## src/rtl/sr_pipe.sv

```systemverilog
// rtl/sr_pipe.sv - five-stage pipelined right shifter (srl/sra), optional rotate under SR_PIPE_ROTATE_EN

module sr_pipe #(
  parameter int WIDTH = 32,
  parameter int TAG_W = 5
) (
  input  logic             clock,
  input  logic             reset_n,
  input  logic             in_valid,
  output logic             in_ready,
  input  logic [WIDTH-1:0] in_data,
  input  logic [4:0]       in_shamt,
  input  logic             in_arith,
`ifdef SR_PIPE_ROTATE_EN
  input  logic             in_rot,
`endif
  input  logic [TAG_W-1:0] in_tag,
  output logic             out_valid,
  input  logic             out_ready,
  output logic [WIDTH-1:0] out_data,
  output logic [TAG_W-1:0] out_tag
);

  localparam int NS = 5;

  // One conditional right shift; the upper half of the concatenation supplies
  // the vacated MSBs (fill copies, or the operand itself when rotating).
  function automatic logic [WIDTH-1:0] shift_stage(
    input logic [WIDTH-1:0] d,
    input logic             en,
    input int               amt,
    input logic             fill,
    input logic             rot
  );
    logic [2*WIDTH-1:0] cat;
    cat = {(rot ? d : {WIDTH{fill}}), d} >> amt;
    return en ? cat[WIDTH-1:0] : d;
  endfunction

  // Stage state; shamt keeps the not-yet-applied bits MSB-aligned so every
  // stage after S0 consumes bit 3 of its predecessor.
  logic [NS-1:0]    valid_q, valid_d;
  logic [WIDTH-1:0] data_q  [NS];
  logic [WIDTH-1:0] data_d  [NS];
  logic [3:0]       shamt_q [NS];
  logic [3:0]       shamt_d [NS];
  logic [TAG_W-1:0] tag_q   [NS];
  logic [TAG_W-1:0] tag_d   [NS];
  logic [NS-1:0]    fill_q, fill_d;
`ifdef SR_PIPE_ROTATE_EN
  logic [NS-1:0]    rot_q, rot_d;
`endif
  logic [NS-1:0]    adv;

  // A stage may load when it or any stage downstream of it has room.
  always_comb begin
    adv[4] = out_ready | ~valid_q[4];
    adv[3] = out_ready | ~(&valid_q[4:3]);
    adv[2] = out_ready | ~(&valid_q[4:2]);
    adv[1] = out_ready | ~(&valid_q[4:1]);
    adv[0] = out_ready | ~(&valid_q[4:0]);
  end

  assign in_ready  = adv[0];
  assign out_valid = valid_q[NS-1];
  assign out_data  = data_q[NS-1];
  assign out_tag   = tag_q[NS-1];

  // Next-state for all stages: S0 captures the operand, Sk takes Sk-1.
  always_comb begin
    logic r0;
    logic f0;
    logic rk;
    valid_d = valid_q;
    fill_d  = fill_q;
    data_d  = data_q;
    shamt_d = shamt_q;
    tag_d   = tag_q;
`ifdef SR_PIPE_ROTATE_EN
    rot_d   = rot_q;
    r0      = in_rot;
`else
    r0      = 1'b0;
`endif
    f0 = ~r0 & in_arith & in_data[WIDTH-1];
    rk = 1'b0;

    if (adv[0]) begin
      valid_d[0] = in_valid;
      if (in_valid) begin
        data_d[0]  = shift_stage(in_data, in_shamt[4], 16, f0, r0);
        shamt_d[0] = in_shamt[3:0];
        tag_d[0]   = in_tag;
        fill_d[0]  = f0;
`ifdef SR_PIPE_ROTATE_EN
        rot_d[0]   = r0;
`endif
      end
    end

    for (int k = 1; k < NS; k++) begin
`ifdef SR_PIPE_ROTATE_EN
      rk = rot_q[k-1];
`endif
      if (adv[k]) begin
        valid_d[k] = valid_q[k-1];
        if (valid_q[k-1]) begin
          data_d[k]  = shift_stage(data_q[k-1], shamt_q[k-1][3], 16 >> k, fill_q[k-1], rk);
          shamt_d[k] = shamt_q[k-1] << 1;
          tag_d[k]   = tag_q[k-1];
          fill_d[k]  = fill_q[k-1];
`ifdef SR_PIPE_ROTATE_EN
          rot_d[k]   = rot_q[k-1];
`endif
        end
      end
    end
  end

  // Pipeline registers; reset drops every in-flight operand.
  always_ff @(posedge clock or negedge reset_n) begin
    if (!reset_n) begin
      valid_q <= '0;
      fill_q  <= '0;
`ifdef SR_PIPE_ROTATE_EN
      rot_q   <= '0;
`endif
      for (int k = 0; k < NS; k++) begin
        data_q[k]  <= '0;
        shamt_q[k] <= '0;
        tag_q[k]   <= '0;
      end
    end else begin
      valid_q <= valid_d;
      fill_q  <= fill_d;
`ifdef SR_PIPE_ROTATE_EN
      rot_q   <= rot_d;
`endif
      for (int k = 0; k < NS; k++) begin
        data_q[k]  <= data_d[k];
        shamt_q[k] <= shamt_d[k];
        tag_q[k]   <= tag_d[k];
      end
    end
  end

endmodule

```

## config.mk

```make
export PLATFORM = sky130hd
export DESIGN_NAME = sr_pipe
export DESIGN_NICKNAME = d
export VERILOG_FILES = /design/src/rtl/sr_pipe.sv
export SDC_FILE = /design/constraint.sdc
export NUM_CORES = 1
export LEC_CHECK = 0
export CAP_MARGIN = 20
export CORE_MARGIN = 5
export CORE_UTILIZATION = 55
export CTS_CLUSTER_DIAMETER = 100
export CTS_CLUSTER_SIZE = 8
export DETAILED_ROUTE_END_ITERATION = 8
export HOLD_SLACK_MARGIN = 0.1
export PLACE_DENSITY = 0.76
export SYNTH_ARGS = -nofsm -noshare
export SYNTH_HDL_FRONTEND = slang
export SYNTH_SLANG_ARGS = --single-unit
```

## constraint.sdc

```tcl
create_clock -name clock -period 2.7 [get_ports clock]
set_input_delay 0.54 -clock clock [delete_from_list [all_inputs] [get_ports clock]]
set_output_delay 0.54 -clock clock [all_outputs]
set_load 0.01 [all_outputs]
```

==> impl_metrics.tcl, run 1 <==
set metrics [dict create \
    status "finished, final reports clean" \
    reg2reg_from "valid_q[3]$_DFFE_PN0P_" \
    stdcell_count 1055 \
    grt_first_pass_wirelength_um 31300 \
    async_flop_share_pct 100 \
    grt_usage_pct 18.2 \
    antenna_found_initial 0 \
    drv_slew 0 \
    preCtsSetupSlack_ns 0.0540 \
    postCtsSetupBuffers 0 \
    numClockSinks 204 \
    endpoint "in_ready" \
    syn_area_um2 9780 \
    fin_crit_sh_pct 95.7 \
    required_ns 2.16 \
    root_buffer "clkbuf_16" \
    tightest_slew_ns 0.639 \
    power.density_nw_per_um2 1050 \
    rrSetupSlack_ns 0.63 \
    worstSetupStartpoint "out_ready" \
    p_int_uw 8180 \
    p_total_uw 11800 \
    insertion_delay_ns 0.52 \
    die_w_um 143 \
    seq_power_share_pct 42.5 \
    routabilityCongestion 0.790 \
    whs_ns 0.505 \
    drive_gt1_share_pct 22.8 \
    grt_max_degree 79 \
    p_switching_uw 3650 \
    ys_ff_latch 204 \
    yosysTopAreaCell "dfrtp_1" \
    initial_core_util_pct 56.4 \
    dpl.cell_count 1021 \
    rows 48 \
    wl_um 18500 \
    synth_most_common_cell "dfrtp_1" \
    detail-route-antenna-nets 0 \
    leakagePower_uw 0.00484 \
    r2r-end "fill_q[1]$_DFFE_PN0P_" \
    yosysWarnings 0 \
    path_clk_slew_ns 0.05 \
    synth-edff-count 0 \
    port_buffers 85 \
    worst_slack_ns 0.117 \
    synth_flop_cell "dfrtp_1" \
    rsz0062_at_grt "no" \
    synth.distinct_cells 34 \
    routed-via-count 6044 \
    final.min_clock_period_ns 2.58 \
    synthTopCellsByCount "dfrtp_1 (204), a21oi_1 (126), mux2_2 (100), mux2i_1 (94), a31oi_1 (62)" \
    slew_headroom_pct 57.4 \
    max_freq_mhz 387 \
    worst-setup-path-type "input pin to output port" \
    drtIter0Drc 345 \
    end_kind "output port" \
    die_area_um2 20500 \
    area_growth_pct 15.3 \
    nNetsFinal 876 \
    hold_violations 0 \
    htree_levels 1 \
    dp_hpwl_um 12700 \
    first_global_vias 6033 \
    wl_per_cell_um 17.6 \
    cp_max_fo 4 \
    n_fill_cell 1273 \
    cap_violations 0 \
    hp-class "flip-flop to flip-flop" \
    avgSynthCellArea_um2 12.3 \
    pwr-share-clk_pct 26.4 \
    pwr-share-comb_pct 31.1 \
    ys_top_cells_by_area "dfrtp_1 (52%), mux2_2 (12%), mux2i_1 (9.6%)" \
    finalSetupViolations 0 \
    grt-ovfl-total 0 \
    via_per_inst 5.73 \
    crit_arrival_ns 2.04 \
    cts-buffers-inserted 29 \
    startpoint_type "input pin" \
    num_antenna_cells 0 \
    cts.path.max_buffers 3 \
    synth_nets 844 \
    cts_tree "built" \
    synth_top_area_share_pct 52.2 \
    synth-seq-area-share_pct 52.2 \
    ff2ff_path_depth 5 \
    switching_share_pct 30.8 \
    die_h_um 143 \
    post-route-drc-count 0 \
    io_pins 86 \
    synth_cells 797 \
    fin_setup_tns_ns 0 \
    clock-skew-final_ns 0.0201 \
    dr.pass1.iters 4 \
    peakVddDrop_mv 0.620 \
    core_um2 17400 \
]
[worst min path at each step]
stage / startpoint / end / cells after the start
CTS: tag_q[19]$_DFFE_PN0P_ / tag_q[19]$_DFFE_PN0P_ / 1
global placement: tag_q[7]$_DFFE_PN0P_ / tag_q[7]$_DFFE_PN0P_ / 1
global route: tag_q[19]$_DFFE_PN0P_ / tag_q[19]$_DFFE_PN0P_ / 1
finish: tag_q[19]$_DFFE_PN0P_ / tag_q[19]$_DFFE_PN0P_ / 1
detailed placement: tag_q[19]$_DFFE_PN0P_ / tag_q[14]$_DFFE_PN0P_ / 1
floorplan: reset_n / data_q[100]$_DFFE_PN0P_ / 0
[worst max-delay path: stages]
cell and delay (ns):
clkdlybuf4s50_1 0.49, nand4b_4 0.26, nor2_2 0.18, inv_1 0.08
clkdlybuf4s50_1 0.48
[placed cells by master (no fill, tap or decap), types with 2 or more instances in the layout]
master / netlist / layout
buf_12: 0 / 4
clkdlybuf4s50_1: 0 / 84
mux2i_1: 94 / 94
nor2b_1: 15 / 15
mux2_4: 26 / 26
mux2_1: 2 / 2
nand3_1: 2 / 2
o21ai_0: 10 / 10
nand2_1: 4 / 4
a2bb2oi_1: 7 / 7
dfrtp_1: 204 / 203
mux2_2: 100 / 100
o22a_1: 8 / 8
buf_4: 40 / 16
clkbuf_16: 0 / 29
nand2b_1: 5 / 4
a21oi_1: 126 / 126
inv_1: 12 / 12
a31oi_1: 62 / 62
[repair_timing]
item,4_1_cts,5_1_grt
setup endpoints to repair,0,1
gates resized for setup,0,2
endpoints found under the hold margin,74,0
hold buffers,1,0
[registers in the layout, summed over array words and instances, names as in the netlist]
register / cells
fill_q: 4
tag_q: 20
out_data: 32
data_q: 128
shamt_q: 10
out_tag: 5
valid_q: 5
[area by class of cell]
cell class              instances  area [um2]  area share (%)
clock buffers                  30         729            6.47
clock inverters                 2        38.8           0.344
inverters                      12        45.0           0.399
multi-input cells             475        3980            35.3
flip-flops and latches        204        5110            45.3
well taps                     225         282            2.50
repair buffers                107        1090            9.69
[per-layer routing]
metal / share of wire, % / up-vias / global-route usage (%)
met3: 5.2 / 23 / 3.13
met2: 45 / 152 / 27.5
met5: 0 / - / 0
li1: - / 2923 / -
met4: 1.2 / 0 / 4.16
met1: 49 / 2946 / 27.8
[power groups by stage]
stage                     clock network, uW  logic (uW)  registers (uW)
after global placement                    0        3550            5000
after global routing                   3310        4040            5200
after detailed placement                  0        3640            5080
after floorplan                           0        3030            4750
final                                  3120        3680            5030
after CTS                              3190        3680            5050
[metrics by stage]
stage / instance area [um2] / util (%)
floorplan: 9780 / -
global placement: 10500 / 60.3
detailed placement: 10500 / 60.3
CTS: 11200 / 64.7
global route: 11300 / 65.0
finish: 11300 / 65.0
[kinds of logic after synthesis]
group,count (synthesis),share of synthesized area [%]
compound gates,221,13.2
flops,204,52.2
mux,222,25.4
buf+inv,118,7.24
simple gates,32,2.06
Note: power is estimated with default switching activity, not from simulation.
==> run 2, diff against run 1 <==
--- a/config.mk
+++ b/config.mk
@@ -12,7 +12,7 @@
 export CTS_CLUSTER_SIZE = 8
 export DETAILED_ROUTE_END_ITERATION = 8
 export HOLD_SLACK_MARGIN = 0.1
-export PLACE_DENSITY = 0.76
+export PLACE_DENSITY = 0.77
 export SYNTH_ARGS = -nofsm -noshare
 export SYNTH_HDL_FRONTEND = slang
 export SYNTH_SLANG_ARGS = --single-unit
==> run 2 against run 1 <==
Global-route usage is 0.30 points higher; flip-flop and latch count stayed put; setup slack worse by 0.0012 ns; total power is 0.26% lower; wire length is 0.63% higher; core utilization is 0.21 points lower; sequential power hardly changed; via count is 0.94% higher; clock skew is 0.012 ns lower; clock-buffer cell count stayed put; critical endpoint unchanged.
==> impl_metrics.tcl, run 2 (synthesis gave the netlist of run 1 again) <==
set metrics [dict create \
    wl_met2_um 8320 \
    cts_tree "built" \
    drive_gt1_share_pct 22.6 \
    wl_per_cell_um 17.7 \
    port_buffers 85 \
    startpoint_type "input pin" \
    tightest_slew_ns 0.585 \
    numClockSinks 204 \
    grt_first_pass_wirelength_um 31300 \
    rsz0062_at_grt "no" \
    peakVddDrop_mv 0.532 \
    dp_hpwl_um 12700 \
    crit_arrival_ns 2.04 \
    n_fill_cell 1259 \
    status "finished, final reports clean" \
    wl_um 18700 \
    first_global_vias 5991 \
    grt-ovfl-total 0 \
    regMostFlops "data_q" \
    finalSetupViolations 0 \
    initial_core_util_pct 56.4 \
    die_w_um 143 \
    cts-buffers-inserted 29 \
    routabilityCongestion 0.799 \
    fin_crit_sh_pct 95.7 \
    whs_ns 0.501 \
    min-delay-start "out_tag[1]$_DFFE_PN0P_" \
    cp_common_cell "clkdlybuf4s50_1" \
    antenna_found_initial 0 \
    drtIter0Drc 289 \
    insertion_delay_ns 0.52 \
    area_growth_pct 14.9 \
    largest_reg_flops 128 \
    detail-route-antenna-nets 0 \
    grt_max_degree 68 \
    hp-class "flip-flop to flip-flop" \
    r2r-end "data_q[111]$_DFFE_PN0P_" \
    num_antenna_cells 0 \
    die_area_um2 20500 \
    post-route-drc-count 0 \
    via_per_inst 5.79 \
    cp_max_fo 4 \
    io_pins 86 \
    mostFrequentLayoutCells "dfrtp_1 (203), a21oi_1 (126), mux2_2 (100), mux2i_1 (94), clkdlybuf4s50_1 (84)" \
    worstSetupStartpoint "out_ready" \
    drv_slew 0 \
    crit_chain "clkdlybuf4s50_1 -> nand4b_4 -> nor2_2 -> inv_1 -> clkdlybuf4s50_1" \
    core_um2 17400 \
    dr.max_layer_used "met4" \
    hold_violations 0 \
    ff2ff_path_depth 5 \
    final.min_clock_period_ns 2.58 \
    end_kind "output port" \
    power.density_nw_per_um2 1050 \
    hold-path-endpoint "out_tag[1]$_DFFE_PN0P_" \
    max_freq_mhz 387 \
    path_clk_slew_ns 0.05 \
    postCtsSetupBuffers 0 \
    final_common_cell "dfrtp_1" \
    fin_setup_tns_ns 0 \
    required_ns 2.16 \
    min_path_cells 1 \
    cp_slowest_cell "clkdlybuf4s50_1" \
    rrSetupSlack_ns 0.66 \
    cap_violations 0 \
    dr.pass1.iters 5 \
    root_buffer "clkbuf_16" \
    rows 48 \
    reg2reg_from "valid_q[2]$_DFFE_PN0P_" \
    worst-setup-path-type "input pin to output port" \
    routed-via-count 6101 \
    leakagePower_uw 0.00483 \
    cts.path.max_buffers 3 \
    slew_headroom_pct 61.0 \
    drt-met1-wl_um 9020 \
    clock-skew-final_ns 0.00817 \
    htree_levels 1 \
    grt_usage_pct 18.5 \
    wl_met3_um 1060 \
    die_h_um 143 \
    nNetsFinal 875 \
    max_stage_delay_ns 0.50 \
]
run 2: changes by cell type in the layout (fill, tap and decap cells not counted):
cell / delta
buf_16: -1
inv_6: -1
run 2: critical path, delay by kind of cell:
family        cells  cell delay (ns)
buf+inv           3             1.06
simple gates      2             0.44
run 2: what timing repair did:
item                                   CTS  global route
endpoints found under the hold margin   59             0
setup endpoints to repair                0             1
hold buffers                             1             0
gates resized for setup                  0             2
run 2: power breakdown:
group	switching, uW	internal, uW	total, uW
clock network	1150	1960	3110
logic	1680	2010	3680
registers	803	4200	5000
run 2: through the flow:
step	utilization, %	total power (uW)	instance area, um2	setup slack, ns	std cells
6_report	64.8	11800	11200	0.116	1053
3_5_place_dp	60.3	8720	10500	0.0787	1021
5_1_grt	64.8	12500	11200	0.0464	1053
2_1_floorplan	-	7780	9780	0.939	797
3_3_place_gp	60.3	8550	10500	0.115	1021
4_1_cts	64.7	11900	11200	0.0184	1053
run 2: worst max path at each step:
stage / end / cells after the start
floorplan: data_q[130]$_DFFE_PN0P_ / 4
global placement: in_ready / 5
detailed placement: in_ready / 5
finish: in_ready / 5
CTS: in_ready / 5
global route: in_ready / 5
run 2: per-layer routing:
metal  GRT usage [%]  up-vias
met5               0        -
met4            4.01        0
met3            3.66       28
met2            28.0      158
met1            28.0     2996
li1                -     2919
run 2: cell type report:
| cell class | instances | area (um2) | share of cell area (%) |
|---|---|---|---|
| multi-input combinational | 475 | 3980 | 35.4 |
| timing repair buffer | 106 | 1060 | 9.47 |
| tap | 225 | 282 | 2.50 |
| inverter | 12 | 45.0 | 0.401 |
| clock buffer | 30 | 729 | 6.49 |
| sequential | 204 | 5110 | 45.4 |
| clock inverter | 1 | 30.0 | 0.267 |
